File: src/rtl/nvram_backup_ctrl.sv
// NVRAM backup sequencer: streams one save slot between the NVRAM buffer and the
// HPS SD sector interface, with dirty tracking, autosave and size-checked autoload.
module nvram_backup_ctrl #(
    parameter int SECTORS_LOG2 = 6,
    parameter int SLOT_W       = 2,
    parameter int LBA_W        = 32,
    parameter int TMO_W        = 24
) (
    input  logic                    clk_sys,
    input  logic                    reset,
    input  logic                    downloading,
    input  logic                    img_mounted,
    input  logic                    img_readonly,
    input  logic [63:0]             img_size,
    input  logic                    nvram_we,
    input  logic                    osd_status,
    input  logic                    autosave,
    input  logic                    load_req,
    input  logic                    save_req,
    input  logic [SLOT_W-1:0]       slot,
    input  logic                    sd_ack,
    output logic [LBA_W-1:0]        sd_lba,
    output logic                    sd_rd,
    output logic                    sd_wr,
    output logic [SECTORS_LOG2-1:0] sector,
    output logic                    bk_ena,
    output logic                    bk_busy,
    output logic                    bk_loading,
    output logic                    bk_pending,
    output logic                    bk_error
);

    typedef enum logic [1:0] {
        ST_IDLE = 2'd0,
        ST_REQ  = 2'd1,
        ST_ACK  = 2'd2
    } state_t;

    localparam logic [TMO_W-1:0]        TMO_MAX     = {TMO_W{1'b1}};
    localparam logic [TMO_W-1:0]        TMO_ZERO    = {TMO_W{1'b0}};
    localparam logic [TMO_W-1:0]        TMO_ONE     = {{(TMO_W-1){1'b0}}, 1'b1};
    localparam logic [SECTORS_LOG2-1:0] SECTOR_LAST = {SECTORS_LOG2{1'b1}};
    localparam logic [SECTORS_LOG2-1:0] SECTOR_ZERO = {SECTORS_LOG2{1'b0}};
    localparam logic [SECTORS_LOG2-1:0] SECTOR_ONE  = {{(SECTORS_LOG2-1){1'b0}}, 1'b1};

    state_t                  state_r, state_s;
    logic [SLOT_W-1:0]       slot_lat_r, slot_lat_s;
    logic [SECTORS_LOG2-1:0] sector_r, sector_s;
    logic [TMO_W-1:0]        tmo_r, tmo_s, tmo_inc_s;
    logic                    rd_r, rd_s, wr_r, wr_s;
    logic                    busy_r, busy_s, loading_r, loading_s;
    logic                    error_r, error_s, pending_r, pending_s;
    logic                    ena_r, ena_s, done_s;
    logic                    load_d_r, save_d_r, dl_d_r, osd_d_r, ack_d_r;
    logic                    load_rise_s, save_rise_s, dl_rise_s, dl_fall_s;
    logic                    osd_trig_s, osd_rise_s, ack_rise_s, ack_fall_s;
    logic                    size_ok_s, trig_load_s, trig_any_s, start_s;
    logic                    tmo_max_s, last_s, pend_set_s;
    logic [63:0]             slot_bytes_s;

    assign load_rise_s  = load_req & ~load_d_r;
    assign save_rise_s  = save_req & ~save_d_r;
    assign dl_rise_s    = downloading & ~dl_d_r;
    assign dl_fall_s    = ~downloading & dl_d_r;
    assign osd_trig_s   = osd_status & autosave & pending_r;
    assign osd_rise_s   = osd_trig_s & ~osd_d_r;
    assign ack_rise_s   = sd_ack & ~ack_d_r;
    assign ack_fall_s   = ~sd_ack & ack_d_r;

    // Image must cover every byte up to the end of the selected slot.
    assign slot_bytes_s = (64'(slot) + 64'd1) << (SECTORS_LOG2 + 9);
    assign size_ok_s    = (img_size >= slot_bytes_s);
    assign trig_load_s  = load_rise_s | (dl_fall_s & size_ok_s);
    assign trig_any_s   = trig_load_s | save_rise_s | osd_rise_s;
    assign start_s      = (state_r == ST_IDLE) & ena_r & trig_any_s;

    assign tmo_inc_s    = tmo_r + TMO_ONE;
    assign tmo_max_s    = (tmo_inc_s == TMO_MAX);
    assign last_s       = (sector_r == SECTOR_LAST);
    assign pend_set_s   = nvram_we & ena_r & ~osd_status & ~busy_r;

    assign sd_lba       = LBA_W'({slot_lat_r, sector_r});
    assign sd_rd        = rd_r;
    assign sd_wr        = wr_r;
    assign sector       = sector_r;
    assign bk_ena       = ena_r;
    assign bk_busy      = busy_r;
    assign bk_loading   = loading_r;
    assign bk_pending   = pending_r;
    assign bk_error     = error_r;

    // State register.
    always_ff @(posedge clk_sys or posedge reset) begin
        if (reset) begin
            state_r <= ST_IDLE;
        end else begin
            state_r <= state_s;
        end
    end

    // Next-state logic; timeout takes precedence over a coincident ack edge.
    always_comb begin
        state_s = state_r;
        case (state_r)
            ST_IDLE: begin
                if (start_s) state_s = ST_REQ;
                else         state_s = ST_IDLE;
            end
            ST_REQ: begin
                if (tmo_max_s)       state_s = ST_IDLE;
                else if (ack_rise_s) state_s = ST_ACK;
                else                 state_s = ST_REQ;
            end
            ST_ACK: begin
                if (tmo_max_s)       state_s = ST_IDLE;
                else if (ack_fall_s) state_s = last_s ? ST_IDLE : ST_REQ;
                else                 state_s = ST_ACK;
            end
            default: state_s = ST_IDLE;
        endcase
    end

    // Next values of the registered outputs and transfer bookkeeping.
    always_comb begin
        slot_lat_s = slot_lat_r;
        sector_s   = sector_r;
        tmo_s      = tmo_r;
        rd_s       = rd_r;
        wr_s       = wr_r;
        busy_s     = busy_r;
        loading_s  = loading_r;
        error_s    = error_r;
        done_s     = 1'b0;
        case (state_r)
            ST_IDLE: begin
                tmo_s = TMO_ZERO;
                if (start_s) begin
                    slot_lat_s = slot;
                    sector_s   = SECTOR_ZERO;
                    busy_s     = 1'b1;
                    error_s    = 1'b0;
                    loading_s  = trig_load_s;
                    rd_s       = trig_load_s;
                    wr_s       = ~trig_load_s;
                end else begin
                    rd_s = 1'b0;
                    wr_s = 1'b0;
                end
            end
            ST_REQ, ST_ACK: begin
                if (tmo_max_s) begin
                    tmo_s     = TMO_ZERO;
                    rd_s      = 1'b0;
                    wr_s      = 1'b0;
                    busy_s    = 1'b0;
                    loading_s = 1'b0;
                    error_s   = 1'b1;
                end else if ((state_r == ST_REQ) && ack_rise_s) begin
                    tmo_s = TMO_ZERO;
                    rd_s  = 1'b0;
                    wr_s  = 1'b0;
                end else if ((state_r == ST_ACK) && ack_fall_s) begin
                    tmo_s = TMO_ZERO;
                    if (last_s) begin
                        busy_s    = 1'b0;
                        loading_s = 1'b0;
                        done_s    = 1'b1;
                    end else begin
                        sector_s = sector_r + SECTOR_ONE;
                        rd_s     = loading_r;
                        wr_s     = ~loading_r;
                    end
                end else begin
                    tmo_s = tmo_inc_s;
                end
            end
            default: begin
                tmo_s     = TMO_ZERO;
                rd_s      = 1'b0;
                wr_s      = 1'b0;
                busy_s    = 1'b0;
                loading_s = 1'b0;
            end
        endcase

        if (done_s)          pending_s = 1'b0;
        else if (pend_set_s) pending_s = 1'b1;
        else                 pending_s = pending_r;

        if (downloading & img_mounted & ~img_readonly) ena_s = 1'b1;
        else if (dl_rise_s)                            ena_s = 1'b0;
        else                                           ena_s = ena_r;
    end

    // Output, bookkeeping and edge-history registers.
    always_ff @(posedge clk_sys or posedge reset) begin
        if (reset) begin
            slot_lat_r <= {SLOT_W{1'b0}};
            sector_r   <= SECTOR_ZERO;
            tmo_r      <= TMO_ZERO;
            rd_r       <= 1'b0;
            wr_r       <= 1'b0;
            busy_r     <= 1'b0;
            loading_r  <= 1'b0;
            error_r    <= 1'b0;
            pending_r  <= 1'b0;
            ena_r      <= 1'b0;
            load_d_r   <= 1'b1;
            save_d_r   <= 1'b1;
            dl_d_r     <= 1'b1;
            osd_d_r    <= 1'b1;
            ack_d_r    <= 1'b0;
        end else begin
            slot_lat_r <= slot_lat_s;
            sector_r   <= sector_s;
            tmo_r      <= tmo_s;
            rd_r       <= rd_s;
            wr_r       <= wr_s;
            busy_r     <= busy_s;
            loading_r  <= loading_s;
            error_r    <= error_s;
            pending_r  <= pending_s;
            ena_r      <= ena_s;
            load_d_r   <= load_req;
            save_d_r   <= save_req;
            dl_d_r     <= downloading;
            osd_d_r    <= osd_trig_s;
            ack_d_r    <= sd_ack;
        end
    end

endmodule

File: config.mk
export PLATFORM = sky130hd
export DESIGN_NAME = nvram_backup_ctrl
export DESIGN_NICKNAME = d
export VERILOG_FILES = /design/src/rtl/nvram_backup_ctrl.sv
export SDC_FILE = /design/constraint.sdc
export NUM_CORES = 1
export LEC_CHECK = 0
export BUFFER_PORTS_ARGS = -buffer_cell sky130_fd_sc_hd__buf_2
export CAP_MARGIN = 20
export CORE_UTILIZATION = 30
export DETAILED_ROUTE_END_ITERATION = 10
export PLACE_DENSITY = 0.65
export SLEW_MARGIN = 15
export SYNTH_ARGS = -nofsm -noshare
export SYNTH_HDL_FRONTEND = slang
export SYNTH_SLANG_ARGS = --single-unit
File: constraint.sdc
create_clock -name clk_sys -period 6.2 [get_ports clk_sys]
set_clock_uncertainty 0.05 [all_clocks]
set_input_delay 0.93 -clock clk_sys [delete_from_list [all_inputs] [get_ports clk_sys]]
set_output_delay 0.93 -clock clk_sys [all_outputs]
set_load 0.01 [all_outputs]
# After elaboration in Yosys (flattened, before gate mapping)
# Index checks and enable logic that the tools add are counted.
[classes]
addsub = 3
order_cmp = 1
eq_ne = 15
n_mux = 49
bitwise_logic = 32
reduce_logical = 12
[op_table]
columns = ["op", "count"]
rows = [
  ["24-bit 2-to-1 mux", 4],
  ["64-bit by 18-bit greater-or-equal comparator with 1-bit output", 1],
  ["6-bit 2-to-1 mux", 5],
  ["1-bit 2-to-1 mux", 29],
  ["24-bit by 1-bit adder with 24-bit output (second input constant)", 1],
  ["24-bit == test (second input constant)", 1],
  ["1-bit AND", 17],
  ["2-bit inequality test (second input constant)", 6],
  ["1-bit inverter", 12],
  ["6-bit case mux with 2 select lines", 1],
  ["1-bit case mux with 2 select lines", 5],
  ["3-bit inequality test (second input constant)", 3],
  ["2-bit 2-to-1 mux", 4],
  ["4-bit inequality test (second input constant)", 2],
  ["6-bit by 1-bit adder with 6-bit output (second input constant)", 1],
  ["6-bit == test (second input constant)", 1],
  ["2-bit case mux with 3 select lines", 1],
  ["6-bit AND reduction", 1],
  ["2-bit nonzero test", 3],
  ["2-bit AND reduction", 2],
  ["4-bit AND reduction", 1],
  ["2-bit by 1-bit adder with 3-bit output (second input constant)", 1],
  ["1-bit bitwise OR", 3],
  ["3-bit AND reduction", 1],
  ["5 further kinds", 6],
]
[word_totals]
ff_bits = 46
in_bits = 77

# Depth between registers and ports, before layout
# Gate-level depths: netlist of run 1.
[depth]
depth_word = 9
depth_mapped = 11

# Least setup slack after synthesis of run 1
# Ideal clock, no wire load.
[synth_path]
path_kind = "input-to-reg"
startpoint = "input port slot[0]"
endpoint = "register sector_r[2] (netlist: sector[2])"
setup_ns = 0.124
arrival_time_ns = 3.096
slack_ns = 2.930
stages = 11
path_buffers = 1
cell_sequence = "ha_1 inv_1 ha_1 nor4_1 nand4_1 or4_1 a2bb2oi_1 o21ai_0 clkbuf_1 nor4b_1 a211o_1"
[synth_via]
elab_chain_cells = 9
[synth_rtl]
columns = ["element", "line", "source"]
rows = [
  ["start: declaration", "20", "input logic [SLOT_W-1:0] slot,"],
  ["2-bit by 1-bit adder with 3-bit output", "71", "assign slot_bytes_s = (64'(slot) + 64'd1) << (SECTORS_LOG2 + 9);"],
  ["64-bit by 18-bit greater-or-equal comparator with 1-bit output", "72", "assign size_ok_s = (img_size >= slot_bytes_s);"],
  ["1-bit AND", "73", "assign trig_load_s = load_rise_s | (dl_fall_s & size_ok_s);"],
  ["1-bit bitwise OR", "73", ""],
  ["1-bit bitwise OR (2 in a row)", "74", "assign trig_any_s = trig_load_s | save_rise_s | osd_rise_s;"],
  ["1-bit AND", "75", "assign start_s = (state_r == ST_IDLE) & ena_r & trig_any_s;"],
  ["2-bit inequality test (no source line)", "-", ""],
  ["6-bit AND reduction (no source line)", "-", ""],
  ["end signal: assignment", "215", "sector_r <= sector_s;"],
  ["end: declaration", "48", "logic [SECTORS_LOG2-1:0] sector_r, sector_s;"],
]
# No other way between the ends.
# A chain may end at the register's enable or synchronous reset.

# Worst setup path after layout of run 1
[layout_path]
startpoint = "register tmo_r[0]"
endpoint = "register tmo_r[10]"
[layout_via]
elab_chain_cells = 5
elab_cells_between_ends = 6
classes_between = "add/sub (1); eq/ne (1); mux (4)"
[layout_rtl]
columns = ["element", "line", "source"]
rows = [
  ["start: declaration", "49", "logic [TMO_W-1:0] tmo_r, tmo_s, tmo_inc_s;"],
  ["start signal: assignment", "216", "tmo_r <= tmo_s;"],
  ["24-bit by 1-bit adder with 24-bit output *", "77", "assign tmo_inc_s = tmo_r + TMO_ONE;"],
  ["parallel branches: the longest is 2 deep, another holds 24-bit == test", "-", ""],
  ["24-bit 2-to-1 mux *", "151", "if (tmo_max_s) begin"],
  ["24-bit 2-to-1 mux *", "134", "case (state_r)"],
  ["net tmo_s[10]", "49", ""],
]
# Mark *: on every way through the listed nets, which the timed path passes.

==> results of run 1 <==
## cell usage after synthesis, types with 4 or more instances
master / count
sky130_fd_sc_hd__ha_1: 11
sky130_fd_sc_hd__nand3_1: 15
sky130_fd_sc_hd__inv_1: 19
sky130_fd_sc_hd__nand4b_1: 5
sky130_fd_sc_hd__nor3_1: 7
sky130_fd_sc_hd__a21oi_1: 8
sky130_fd_sc_hd__nor2_1: 28
sky130_fd_sc_hd__xnor2_1: 11
sky130_fd_sc_hd__nand4_1: 8
sky130_fd_sc_hd__o21ai_0: 7
sky130_fd_sc_hd__xor2_1: 7
sky130_fd_sc_hd__o211ai_1: 5
sky130_fd_sc_hd__and3_1: 9
sky130_fd_sc_hd__buf_2: 6
sky130_fd_sc_hd__dfstp_2: 4
sky130_fd_sc_hd__nand2b_1: 4
sky130_fd_sc_hd__buf_4: 30
sky130_fd_sc_hd__nor2b_1: 6
sky130_fd_sc_hd__nor4_1: 20
sky130_fd_sc_hd__clkbuf_1: 4
sky130_fd_sc_hd__nand2_1: 31
sky130_fd_sc_hd__dfrtp_1: 42
## routing by layer
metal	share of wire, %	wire length [um]	vias to the layer above	GRT usage, %
met5	0	0	-	0
met2	51	3690	95	25.4
met4	0.46	33	0	2.69
li1	-	-	1354	-
met1	43	3130	1336	16.5
met3	4.9	350	4	2.96
## where the power goes
group | switching (uW) | internal, uW | total [uW]
combinational | 287 | 204 | 491
clock | 107 | 172 | 279
sequential | 55.4 | 352 | 408
total | 449 | 729 | 1180
## registers in the layout, indices dropped and copies added, names as in the netlist
register and flops:
sd_rd 1, slot_lat_r 2, sd_wr 1, dl_d_r 1, save_d_r 1, bk_loading 1, bk_pending 1, sector 6
bk_busy 1, ack_d_r 1, osd_d_r 1, tmo_r 24, bk_error 1, state_r 2, bk_ena 1, load_d_r 1
## critical path: cells and delay by family, from the launching register on
kind / cells / cell delay, ns
AO/OA/AOI/OAI: 2 / 0.68
adder cells (fa/ha/maj): 1 / 0.32
flip-flops: 1 / 0.44
buffers and inverters: 1 / 0.23
XOR/XNOR: 1 / 0.13
AND/OR/NAND/NOR: 4 / 1.93
## layout make-up
type | instances | share of cell area, %
clock buffers | 6 | 2.23
repair buffers | 99 | 13.7
multi-input cells | 260 | 44.7
well taps | 133 | 4.50
clock inverters | 2 | 1.62
flip-flops and latches | 46 | 31.3
inverters | 19 | 1.93
## layout by cell type (no fill, tap or decap), drive strengths merged, types with 2 or more instances in the layout
| cell | synthesis | routed |
|---|---|---|
| ha | 11 | 11 |
| a31oi | 3 | 3 |
| o22a | 2 | 2 |
| nor4 | 20 | 20 |
| nor2 | 28 | 28 |
| a21oi | 8 | 8 |
| nand2b | 4 | 4 |
| o21ai | 7 | 7 |
| nand2 | 31 | 31 |
| nor3 | 7 | 7 |
| nand3 | 15 | 15 |
| and3 | 9 | 9 |
| o2111ai | 2 | 2 |
| a2bb2oi | 2 | 2 |
| o211ai | 5 | 5 |
| nor4b | 2 | 2 |
| nor3b | 3 | 3 |
| bufinv | 0 | 2 |
| nand3b | 3 | 3 |
| a211o | 2 | 2 |
| a32o | 2 | 2 |
| xor2 | 7 | 7 |
| nand4 | 10 | 10 |
| mux2 | 2 | 2 |
| inv | 19 | 18 |
| mux2i | 2 | 2 |
| dfstp | 4 | 4 |
| nor2b | 6 | 6 |
| clkbuf | 5 | 6 |
| conb | 1 | 24 |
| nand4b | 5 | 5 |
| xnor2 | 11 | 11 |
| or4 | 3 | 3 |
| dfrtp | 42 | 42 |
| buf | 38 | 99 |
| and3b | 2 | 2 |
| a21o | 3 | 3 |
## per-stage QoR
step | cell area, sq um | utilization, % | hold slack [ns] | setup WS [ns] | power, uW
finish | 3700 | 37.5 | 0.464 | 2.32 | 1180
global route | 3700 | 37.5 | 0.502 | 1.87 | 1270
CTS | 3680 | 37.3 | 0.454 | 2.05 | 1170
detailed placement | 3540 | 35.9 | 0.430 | 2.06 | 887
global placement | 3540 | 35.9 | 0.431 | 2.19 | 866
floorplan | 3180 | - | 0.441 | 2.93 | 769
## logic make-up after synthesis
| family | share of synthesized area [%] |
|---|---|
| xor gates and xnor gates | 5.10 |
| adders and majority gates | 4.45 |
| muxes | 1.38 |
| DFF | 37.4 |
| buffers and inverters | 11.9 |
| AOI/OAI and AO/OA | 11.7 |
| and+or+nand+nor | 27.9 |
| other | 0.121 |
## final timing paths
kind                                                  end                      start  slack, ns  cells past startpoint
worst max register to register        tmo_r[10]$_DFF_PP0_         tmo_r[0]$_DFF_PP0_       2.32                      9
worst max-delay path                  tmo_r[10]$_DFF_PP0_         tmo_r[0]$_DFF_PP0_       2.32                      9
worst min register to register  slot_lat_r[1]$_DFFE_PP0P_  slot_lat_r[1]$_DFFE_PP0P_       0.46                      1
min in group asynchronous               sd_wr$_DFFE_PP0P_                      reset       0.71                      3
worst min-delay path            slot_lat_r[1]$_DFFE_PP0P_  slot_lat_r[1]$_DFFE_PP0P_       0.46                      1
max in group asynchronous             tmo_r[16]$_DFF_PP0_                      reset       4.98                      3
==> results.toml, run 1 <==
[synth]
synth.cell_area_sq_um = 3090
ys_async_sr_fraction_pct = 100
synth_area_leaders = "sky130_fd_sc_hd__dfrtp_1 (34%), sky130_fd_sc_hd__buf_4 (7.3%), sky130_fd_sc_hd__ha_1 (4.5%)"
yosys_register_bits = 46
yosysWarnings = 0
dominantRegCellSynth = "sky130_fd_sc_hd__dfrtp_1"
synth_seq_area_share_pct = 37.4
number_of_instances_in_the_synthesized_netlist = 345
synth-edff-count = 0
yosysTopAreaCell = "sky130_fd_sc_hd__dfrtp_1"
fraction_of_post_synthesis_cell_area_in_the_top_cell_type_by_area_pct = 34.0
syn_area_per_cell_sq_um = 8.96
synth_cell_types = 61

[layout]
num-fill-cells = 989
layout_cell_share_with_drive_strength_beyond_1_pct = 27.5
post_layout_nonfiller_instances = 565
diodes = 0
area_used_by_multi_input_combinational_logic_sq_um = 1650
finalNetCount = 519
sequential_cell_area_sq_um = 1160
synthToLayoutAreaGrowth_pct = 19.6

[job]
drv_cap = 0

[timing]
report.final.hold_viol_count = 0
max_clock_freq_ghz = 0.257
timing_worst_slew_pin_value_ns = 0.738
slew_headroom_pct = 50.4
rsz0062_at_grt = "false"
period_needed_ns = 3.88
min_period_over_period_pct = 62.7
setup_violations = 0
final-max-slew-violation-count = 0
finalSetupTns_ns = 0

[place]
hpwlAfterDp_um = 5340
gpl.final_weighted_congestion = 0.791
count_of_input_and_output_buffers = 97
dpl.cell_count = 556

[clocking]
cts_sinks = 46
htree_num_levels = 2
post-cts-setup-buffers = 0
number_of_hold_buffers_added_after_cts = 0
tritoncts_clock_tree = "built"
cts_buffer_depth = 2
cts-root-buf = "sky130_fd_sc_hd__clkbuf_8"
cts.clk_slew.worst_paths_ns = 0.09
post_cts_resize_count = 0
clkLatencyLatePin_ns = 0.30
cts_buffers = 5

[worst_setup_path]
critPathSlowestCell = "sky130_fd_sc_hd__nand4b_1"
worst_path_largest_cell_delay_ns = 0.62
cp-start-kind = "register"
cp_max_fo = 23
path_class = "reg2reg"
cp_cell_sequence = "ha_1 -> nand4_1 -> nor4_1 -> xnor2_1 -> a2111oi_0 -> nand4_2 -> nand4b_1 -> buf_8 -> o21ba_2"
end_kind = "register"
required_ns = 6.35
worst_ep_arrival_time_ns = 4.03

[drt]
antenna_left = 0
routed_via_density = 4.94
post-route-drc-count = 0
detail_route.wirelength_um = 7200
drt_iter0_markers = 129
detail_route.first_pass.iterations = 4
vias = 2789
wire_per_inst_um = 12.7

[power]
irDropWorstVdd_uv = 169
powerDensity_nw_per_um2 = 319
cellLeakagePower_uw = 0.00171

[floorplanning]
core-area_sq_um = 9860
dieWidth_um = 104
floorplan.initialDensity_pct = 31.3
std_cell_rows = 36
num_io_pins = 122
die_h_um = 104
die_area_sq_um = 10700

[global_route]
grt_first_pass_wirelength_um = 12400
first_global_vias = 2674
grt_start_max_net_pins = 47
grt.total_usage_pct = 13.8
antenna_found_initial = 0
globalRoute.totalOverflow = 0

[run_status]
status = "complete, no violations"

[worst_hold_path]
hold_path_class = "reg2reg"
Power figures use the tool's default switching activity.
==> run 2, diff against run 1 <==
--- a/config.mk
+++ b/config.mk
@@ -5,11 +5,12 @@
 export SDC_FILE = /design/constraint.sdc
 export NUM_CORES = 1
 export LEC_CHECK = 0
+export ABC_AREA = 1
 export BUFFER_PORTS_ARGS = -buffer_cell sky130_fd_sc_hd__buf_2
 export CAP_MARGIN = 20
 export CORE_UTILIZATION = 30
 export DETAILED_ROUTE_END_ITERATION = 10
-export PLACE_DENSITY = 0.65
+export PLACE_DENSITY = 0.66
 export SLEW_MARGIN = 15
 export SYNTH_ARGS = -nofsm -noshare
 export SYNTH_HDL_FRONTEND = slang
==> constraint.sdc (replaced) <==
create_clock -name clk_sys -period 3.3 [get_ports clk_sys]
set_clock_uncertainty 0.05 [all_clocks]
set_input_delay 0.495 -clock clk_sys [delete_from_list [all_inputs] [get_ports clk_sys]]
set_output_delay 0.495 -clock clk_sys [all_outputs]
set_load 0.01 [all_outputs]
==> run 2 against run 1 <==
Effect of this change: non-clock buffer count is 1 lower; critical endpoint is now tmo_r[11]$_DFF_PP0_; largest power group is now sequential cells; global-route usage is 0.82 points higher; combinational power increased by 43%.
==> results.toml, run 2 <==
[synth]
synth-compound-area-share_pct = 4.30
main_combinational_cell_family_by_area_after_synthesis = "simple AND/OR/NAND/NOR gates"
syn_area_per_cell_sq_um = 6.67
synth_area_leaders = "sky130_fd_sc_hd__dfrtp_1 (31%), sky130_fd_sc_hd__nand2_1 (17%), sky130_fd_sc_hd__nor2_1 (11%)"
synth.cell_area_sq_um = 3380
number_of_instances_in_the_synthesized_netlist = 506
yosysTopAreaCell = "sky130_fd_sc_hd__dfrtp_1"
synthTopCellsByCount = "sky130_fd_sc_hd__nand2_1 (151), sky130_fd_sc_hd__nor2_1 (95), sky130_fd_sc_hd__inv_1 (58)"
synthAdderAreaFrac_pct = 4.08
synth.mux.area_fraction_pct = 0
yosys_register_bits = 46
ys_async_sr_fraction_pct = 100
yosysWarnings = 0
fraction_of_post_synthesis_cell_area_in_the_top_cell_type_by_area_pct = 31.1
most_instantiated_library_cell_after_synthesis = "sky130_fd_sc_hd__nand2_1"
synth-edff-count = 0
dominantRegCellSynth = "sky130_fd_sc_hd__dfrtp_1"
synth_cell_types = 30
yosys.area_share.simple_pct = 42.1
fraction_of_synthesized_cell_area_in_xor_and_xnor_cells_pct = 1.30
synth_seq_area_share_pct = 34.2

[worst_setup_path]
cp_max_fo = 24
path_common_cell = "sky130_fd_sc_hd__nand2_1"
cp-start-kind = "register"
cp_cell_sequence = "ha_1 -> nand2_2 -> nor2_4 -> nand2_2 -> nor2_2 -> nand2_1 -> nand2_1 -> nand2_1 -> inv_1 -> nor2_1 -> nand2_1 -> nor2_1 -> nand3_2 -> nand3_2 -> a21oi_1"
worst_path_largest_cell_delay_ns = 0.41
end_kind = "register"
required_ns = 3.47
reg2reg_setup_slack_ns = 0.86
rr_worst_depth = 15
critPathSlowestCell = "sky130_fd_sc_hd__nand3_2"
worst_ep_arrival_time_ns = 2.60
path_class = "reg2reg"

[drt]
detail_route.first_pass.iterations = 4
vias = 3281
routed_via_density = 4.42
wire_per_inst_um = 10.5
antenna_left = 0
detail_route.wirelength_um = 7790
drt_iter0_markers = 95
post-route-drc-count = 0

[power]
irDropWorstVdd_uv = 263
cellLeakagePower_uw = 0.00203
power.share.switching_pct = 40.5
powerDensity_nw_per_um2 = 459
comb_power_share_pct = 38.2
total_switching_power_uw = 745
power.share.sequential_pct = 38.3
power_uw = 1840
p_int_uw = 1100
clkPwrFrac_pct = 23.6

[global_route]
antenna_found_initial = 0
first_global_vias = 3070
grt_start_max_net_pins = 47
grt.total_usage_pct = 14.6
grt_first_pass_wirelength_um = 13700
globalRoute.totalOverflow = 0

[layout]
largest_register_ff_count = 24
finalInstanceArea_sq_um = 4010
finalNetCount = 690
diodes = 0
mostFrequentLayoutCell = "sky130_fd_sc_hd__nand2_1"
layout_cell_share_with_drive_strength_beyond_1_pct = 22.9
top_register = "tmo_r"
num-fill-cells = 1168
synthToLayoutAreaGrowth_pct = 18.7
mostFrequentLayoutCells = "sky130_fd_sc_hd__nand2_1 (151), sky130_fd_sc_hd__buf_2 (97), sky130_fd_sc_hd__nor2_1 (95), sky130_fd_sc_hd__inv_1 (57), sky130_fd_sc_hd__dfrtp_1 (42)"

[clocking]
cts-root-buf = "sky130_fd_sc_hd__clkbuf_8"
tritoncts_clock_tree = "built"
htree_num_levels = 2
post-cts-setup-buffers = 0
cts_sinks = 46
cts.clk_slew.worst_paths_ns = 0.10
number_of_hold_buffers_added_after_cts = 0
post_cts_resize_count = 0
cts_buffers = 5
cts_buffer_depth = 2
clkLatencyLatePin_ns = 0.30

[place]
placed_cell_area_sq_um = 3880
gpl.final_weighted_congestion = 0.850
hpwlAfterDp_um = 6250
preCtsSetupSlack_ns = 0.770
count_of_input_and_output_buffers = 97

[timing]
timing_worst_slew_pin_value_ns = 0.581
report.final.hold_viol_count = 0
setup_violations = 0
slew_headroom_pct = 61.3
final.setup.worst_slack_ns = 0.861
max_clock_freq_ghz = 0.410
final-max-slew-violation-count = 0
min_period_over_period_pct = 73.9
rsz0062_at_grt = "false"
finalSetupTns_ns = 0
period_needed_ns = 2.44

[job]
drv_cap = 0

[floorplanning]
die_h_um = 108
core-area_sq_um = 10900
die_area_sq_um = 11700
dieWidth_um = 108
std_cell_rows = 38
num_io_pins = 122
floorplan.initialDensity_pct = 31.0

[run_status]
status = "complete, no violations"

[worst_hold_path]
hold_path_class = "in2async"
==> run 2: cell types whose count changed in the layout (fill, tap and decap cells not counted), sizes merged, moves of 4 or more <==
| cell | delta |
|---|---|
| a21oi | +6 |
| and3 | -9 |
| inv | +42 |
| nand2 | +126 |
| nand2b | -4 |
| nand3 | +19 |
| nand4b | -5 |
| nor2 | +78 |
| nor2b | -5 |
| nor4 | -19 |
| o211ai | -5 |
| xnor2 | -10 |
==> run 2: stage by stage <==
step / cells / util [%] / hold slack [ns]
4_1_cts: 742 / 36.6 / 0.231
2_1_floorplan: 529 / - / 0.399
3_5_place_dp: 734 / 35.6 / 0.420
6_report: 743 / 36.8 / 0.152
3_3_place_gp: 734 / 35.6 / 0.418
5_1_grt: 743 / 36.8 / 0.172
==> run 2: layout make-up <==
cell class | count | area (sq um) | area share, %
multi-input cells | 392 | 1840 | 45.8
inverters | 59 | 221 | 5.52
repair buffers | 98 | 505 | 12.6
clock buffers | 5 | 68.8 | 1.72
well taps | 140 | 175 | 4.37
flip-flops and latches | 46 | 1160 | 28.8
clock inverters | 3 | 43.8 | 1.09
==> run 2: power groups by stage <==
stage               sequential (uW)  combinational [uW]  clock [uW]
floorplan                       721                 531           0
global placement                714                 701           0
detailed placement              715                 704           0
CTS                             705                 704         450
global route                    721                 809         475
finish                          704                 702         434
==> run 2: cells by family after synthesis <==
group,Yosys count
compound gates,26
xor+xnor,5
fa+ha+maj,11
buf+inv,91
flops,46
other cells,1
simple gates,326
==> run 2: critical path, delay by kind of cell, from the launching register on <==
family	cells	cell delay, ns
AOI/OAI and AO/OA	1	0.28
adders and majority gates	1	0.20
and+or+nand+nor	12	1.33
DFF	1	0.40
buffers and inverters	1	0.08
==> run 2: final timing paths <==
path	start	endpoint
hold reg to reg	bk_error$_DFFE_PP0P_	bk_error$_DFFE_PP0P_
hold / removal	reset	tmo_r[14]$_DFF_PP0_
setup / recovery	tmo_r[1]$_DFF_PP0_	tmo_r[11]$_DFF_PP0_
min in group clk_sys	load_req	load_d_r$_DFF_PP1_
max in group asynchronous	reset	load_d_r$_DFF_PP1_
setup reg to reg	tmo_r[1]$_DFF_PP0_	tmo_r[11]$_DFF_PP0_
==> run 2: layer usage <==
metal	share of wire (%)	GRT usage, %	routed length, um	vias up
met3	5.2	2.65	404	6
met4	0.81	3.72	63	0
met5	0	0	0	-
li1	-	-	-	1717
met2	49	26.1	3790	104
met1	45	18.1	3540	1454
==> run 3, diff against run 2 <==
--- a/config.mk
+++ b/config.mk
@@ -5,12 +5,12 @@
 export SDC_FILE = /design/constraint.sdc
 export NUM_CORES = 1
 export LEC_CHECK = 0
-export ABC_AREA = 1
+export ABC_AREA = 0
 export BUFFER_PORTS_ARGS = -buffer_cell sky130_fd_sc_hd__buf_2
 export CAP_MARGIN = 20
 export CORE_UTILIZATION = 30
 export DETAILED_ROUTE_END_ITERATION = 10
-export PLACE_DENSITY = 0.66
+export PLACE_DENSITY = 0.67
 export SLEW_MARGIN = 15
 export SYNTH_ARGS = -nofsm -noshare
 export SYNTH_HDL_FRONTEND = slang
==> constraint.sdc (replaced) <==
create_clock -name clk_sys -period 2 [get_ports clk_sys]
set_clock_uncertainty 0.05 [all_clocks]
set_input_delay 0.3 -clock clk_sys [delete_from_list [all_inputs] [get_ports clk_sys]]
set_output_delay 0.3 -clock clk_sys [all_outputs]
set_load 0.01 [all_outputs]
==> run 3 against run 2 <==
Effect of this change: the flow now finishes with violations (setup timing); hold slack worse by 0.12 ns; clock power is 70% higher; routed wire length is 13% higher.
==> results.toml, run 3 (synthesis gave the netlist of run 1 again) <==
[run_status]
violations = "setup timing"
status = "complete, but fails checks"

[power]
powerDensity_nw_per_um2 = 875
p_int_uw = 2450
irDropWorstVdd_uv = 429
power_uw = 4000
total_switching_power_uw = 1550
clkPwrFrac_pct = 18.4
power.share.sequential_pct = 30.4
cellLeakagePower_uw = 0.00216
comb_power_share_pct = 51.2
power.share.switching_pct = 38.7

[layout]
top_register = "tmo_r"
area_used_by_multi_input_combinational_logic_sq_um = 1940
mostFrequentLayoutCell = "sky130_fd_sc_hd__buf_2"
finalInstanceArea_sq_um = 4580
largest_register_ff_count = 24
diodes = 0
finalNetCount = 600
synthToLayoutAreaGrowth_pct = 48.0
sequential_cell_area_sq_um = 1160
layout_cell_share_with_drive_strength_beyond_1_pct = 45.4
mostFrequentLayoutCells = "sky130_fd_sc_hd__buf_2 (97), sky130_fd_sc_hd__buf_4 (76), sky130_fd_sc_hd__dfrtp_1 (42), sky130_fd_sc_hd__nand2_1 (29), sky130_fd_sc_hd__nor2_1 (26)"
num-fill-cells = 974

[clocking]
cts_buffers = 5
cts_sinks = 46
tritoncts_clock_tree = "built"
clkLatencyLatePin_ns = 0.31
number_of_hold_buffers_added_after_cts = 0
htree_num_levels = 2
cts-root-buf = "sky130_fd_sc_hd__clkbuf_8"
cts.clk_slew.worst_paths_ns = 0.10
cts_buffer_depth = 2

[worst_setup_path]
path_class = "reg2reg"
cp.buffers_inverters = 1
reg2reg_setup_slack_ns = -0.68
cp-start-kind = "register"
worst_ep_arrival_time_ns = 2.84
cp_cell_sequence = "nand4_4 -> or4_4 -> or4_4 -> a22oi_2 -> nand4_4 -> buf_6 -> and3_4 -> o22a_1"
cp_max_fo = 5
critical_path_s_top_delay_family = "simple AND/OR/NAND/NOR gates"
worst_path_largest_cell_delay_ns = 0.56
required_ns = 2.16
reg_to_reg_endpoint = "bk_busy$_DFFE_PP0P_"
critPathCapture = "bk_busy$_DFFE_PP0P_"
path_length_in_cells_of_the_critical_path = 8
end_kind = "register"
rr_worst_depth = 8
crit_path_start = "tmo_r[8]$_DFF_PP0_"
reg2reg_from = "tmo_r[8]$_DFF_PP0_"
critPathSlowestCell = "sky130_fd_sc_hd__or4_4"

[global_route]
grt_first_pass_wirelength_um = 14100
grt.total_usage_pct = 16.0
layer_with_the_highest_usage_after_global_routing = "met2"
global_routing_usage_on_met1_pct = 18.7
globalRoute.totalOverflow = 0
grt_start_max_net_pins = 47
antenna_found_initial = 0
first_global_vias = 3145
gr-usage-met3_pct = 2.83
groute.layer.met2.usage_pct = 29.4

[floorplanning]
floorplan.initialDensity_pct = 31.3
num_io_pins = 122
std_cell_rows = 36
die_area_sq_um = 10700
dieWidth_um = 104
core-area_sq_um = 9860
die_h_um = 104

[worst_hold_path]
hold_path_class = "in2reg"

[drt]
wire_per_inst_um = 13.6
detail_route.wirelength_um = 8790
drt_iter0_markers = 135
vias = 3123
post-route-drc-count = 0
antenna_left = 0
routed_via_density = 4.83
detail_route.first_pass.iterations = 4

[timing]
final.setup.worst_slack_ns = -0.682
min_period_over_period_pct = 134
final-max-slew-violation-count = 0
report.final.hold_viol_count = 0
setup_violations = 39
slew_headroom_pct = 59.5
rsz0062_at_grt = "true"
max_clock_freq_ghz = 0.373
timing_worst_slew_pin_value_ns = 0.607
period_needed_ns = 2.68

[place]
placed_cell_area_sq_um = 4190
hpwlAfterDp_um = 6540
gpl.final_weighted_congestion = 0.851
count_of_input_and_output_buffers = 97

[job]
drv_cap = 0
[run 3: cell types whose count changed in the layout (fill, tap and decap cells not counted), sizes merged, moves of 4 or more]
cell    change
o211ai      +5
and3        +9
nand3      -19
inv        -40
nor2b       +5
nor4       +19
nor2       -78
nand2     -126
buf        +81
nand4b      +5
a21oi       -6
xnor2      +10
nand2b      +4
[run 3: worst register-to-register path, stage by stage (launching register included)]
cell and delay, ns:
sky130_fd_sc_hd__dfrtp_1 0.41, sky130_fd_sc_hd__nand4_4 0.11, sky130_fd_sc_hd__or4_4 0.56, sky130_fd_sc_hd__or4_4 0.45
sky130_fd_sc_hd__a22oi_2 0.29, sky130_fd_sc_hd__nand4_4 0.19, sky130_fd_sc_hd__buf_6 0.18, sky130_fd_sc_hd__and3_4 0.15
sky130_fd_sc_hd__o22a_1 0.20
[run 3: cell type report]
type / count / area share [%]
Multi-Input combinational cell: 261 / 42.3
Sequential cell: 46 / 25.3
Timing Repair Buffer: 179 / 24.7
Tap cell: 133 / 3.64
Inverter: 19 / 1.56
Clock buffer: 5 / 1.50
Clock inverter: 3 / 0.957
[run 3: per-stage QoR]
step	cells	setup TNS (ns)	hold WS [ns]	worst slack, ns	util (%)
6_report	646	-23.85	0.0274	-0.682	46.4
3_5_place_dp	629	-25.93	0.366	-0.796	42.5
4_1_cts	641	-22.62	0.0241	-0.661	45.0
5_1_grt	646	-27.54	0.0223	-0.772	46.4
3_3_place_gp	629	-21.85	0.366	-0.680	42.5
2_1_floorplan	368	-19.74	0.254	-0.660	-
[run 3: worst min-delay path by stage]
stage          slack [ns]        start  depth (start not counted)            endpoint
3_5_place_dp         0.37     save_req                          1  save_d_r$_DFF_PP1_
6_report             0.03     save_req                          1  save_d_r$_DFF_PP1_
2_1_floorplan        0.25  downloading                          0    dl_d_r$_DFF_PP1_
4_1_cts              0.02     save_req                          1  save_d_r$_DFF_PP1_
5_1_grt              0.02     save_req                          1  save_d_r$_DFF_PP1_
3_3_place_gp         0.37     save_req                          1  save_d_r$_DFF_PP1_
[run 3: timing repair]
item / in CTS / in global routing
endpoints found under the setup margin: 39 / 40
resized for setup: 18 / 20
hold endpoints to repair: 0 / 0
cloned: 1 / 0
pin swaps: 4 / 10
setup buffers: 3 / 5
[run 3: power by group through the flow]
stage / Combinational [uW] / Sequential, uW / Clock [uW]
5_1_grt: 2280 / 1240 / 781
3_5_place_dp: 1930 / 1230 / 0
2_1_floorplan: 1190 / 1290 / 0
4_1_cts: 1960 / 1220 / 750
6_report: 2050 / 1220 / 736
3_3_place_gp: 1880 / 1230 / 0
[run 3: metal layers]
| metal | vias to the layer above | share of wire (%) |
|---|---|---|
| met4 | 0 | 1.4 |
| met2 | 80 | 53 |
| li1 | 1515 | - |
| met3 | 14 | 3.5 |
| met5 | - | 0 |
| met1 | 1514 | 42 |
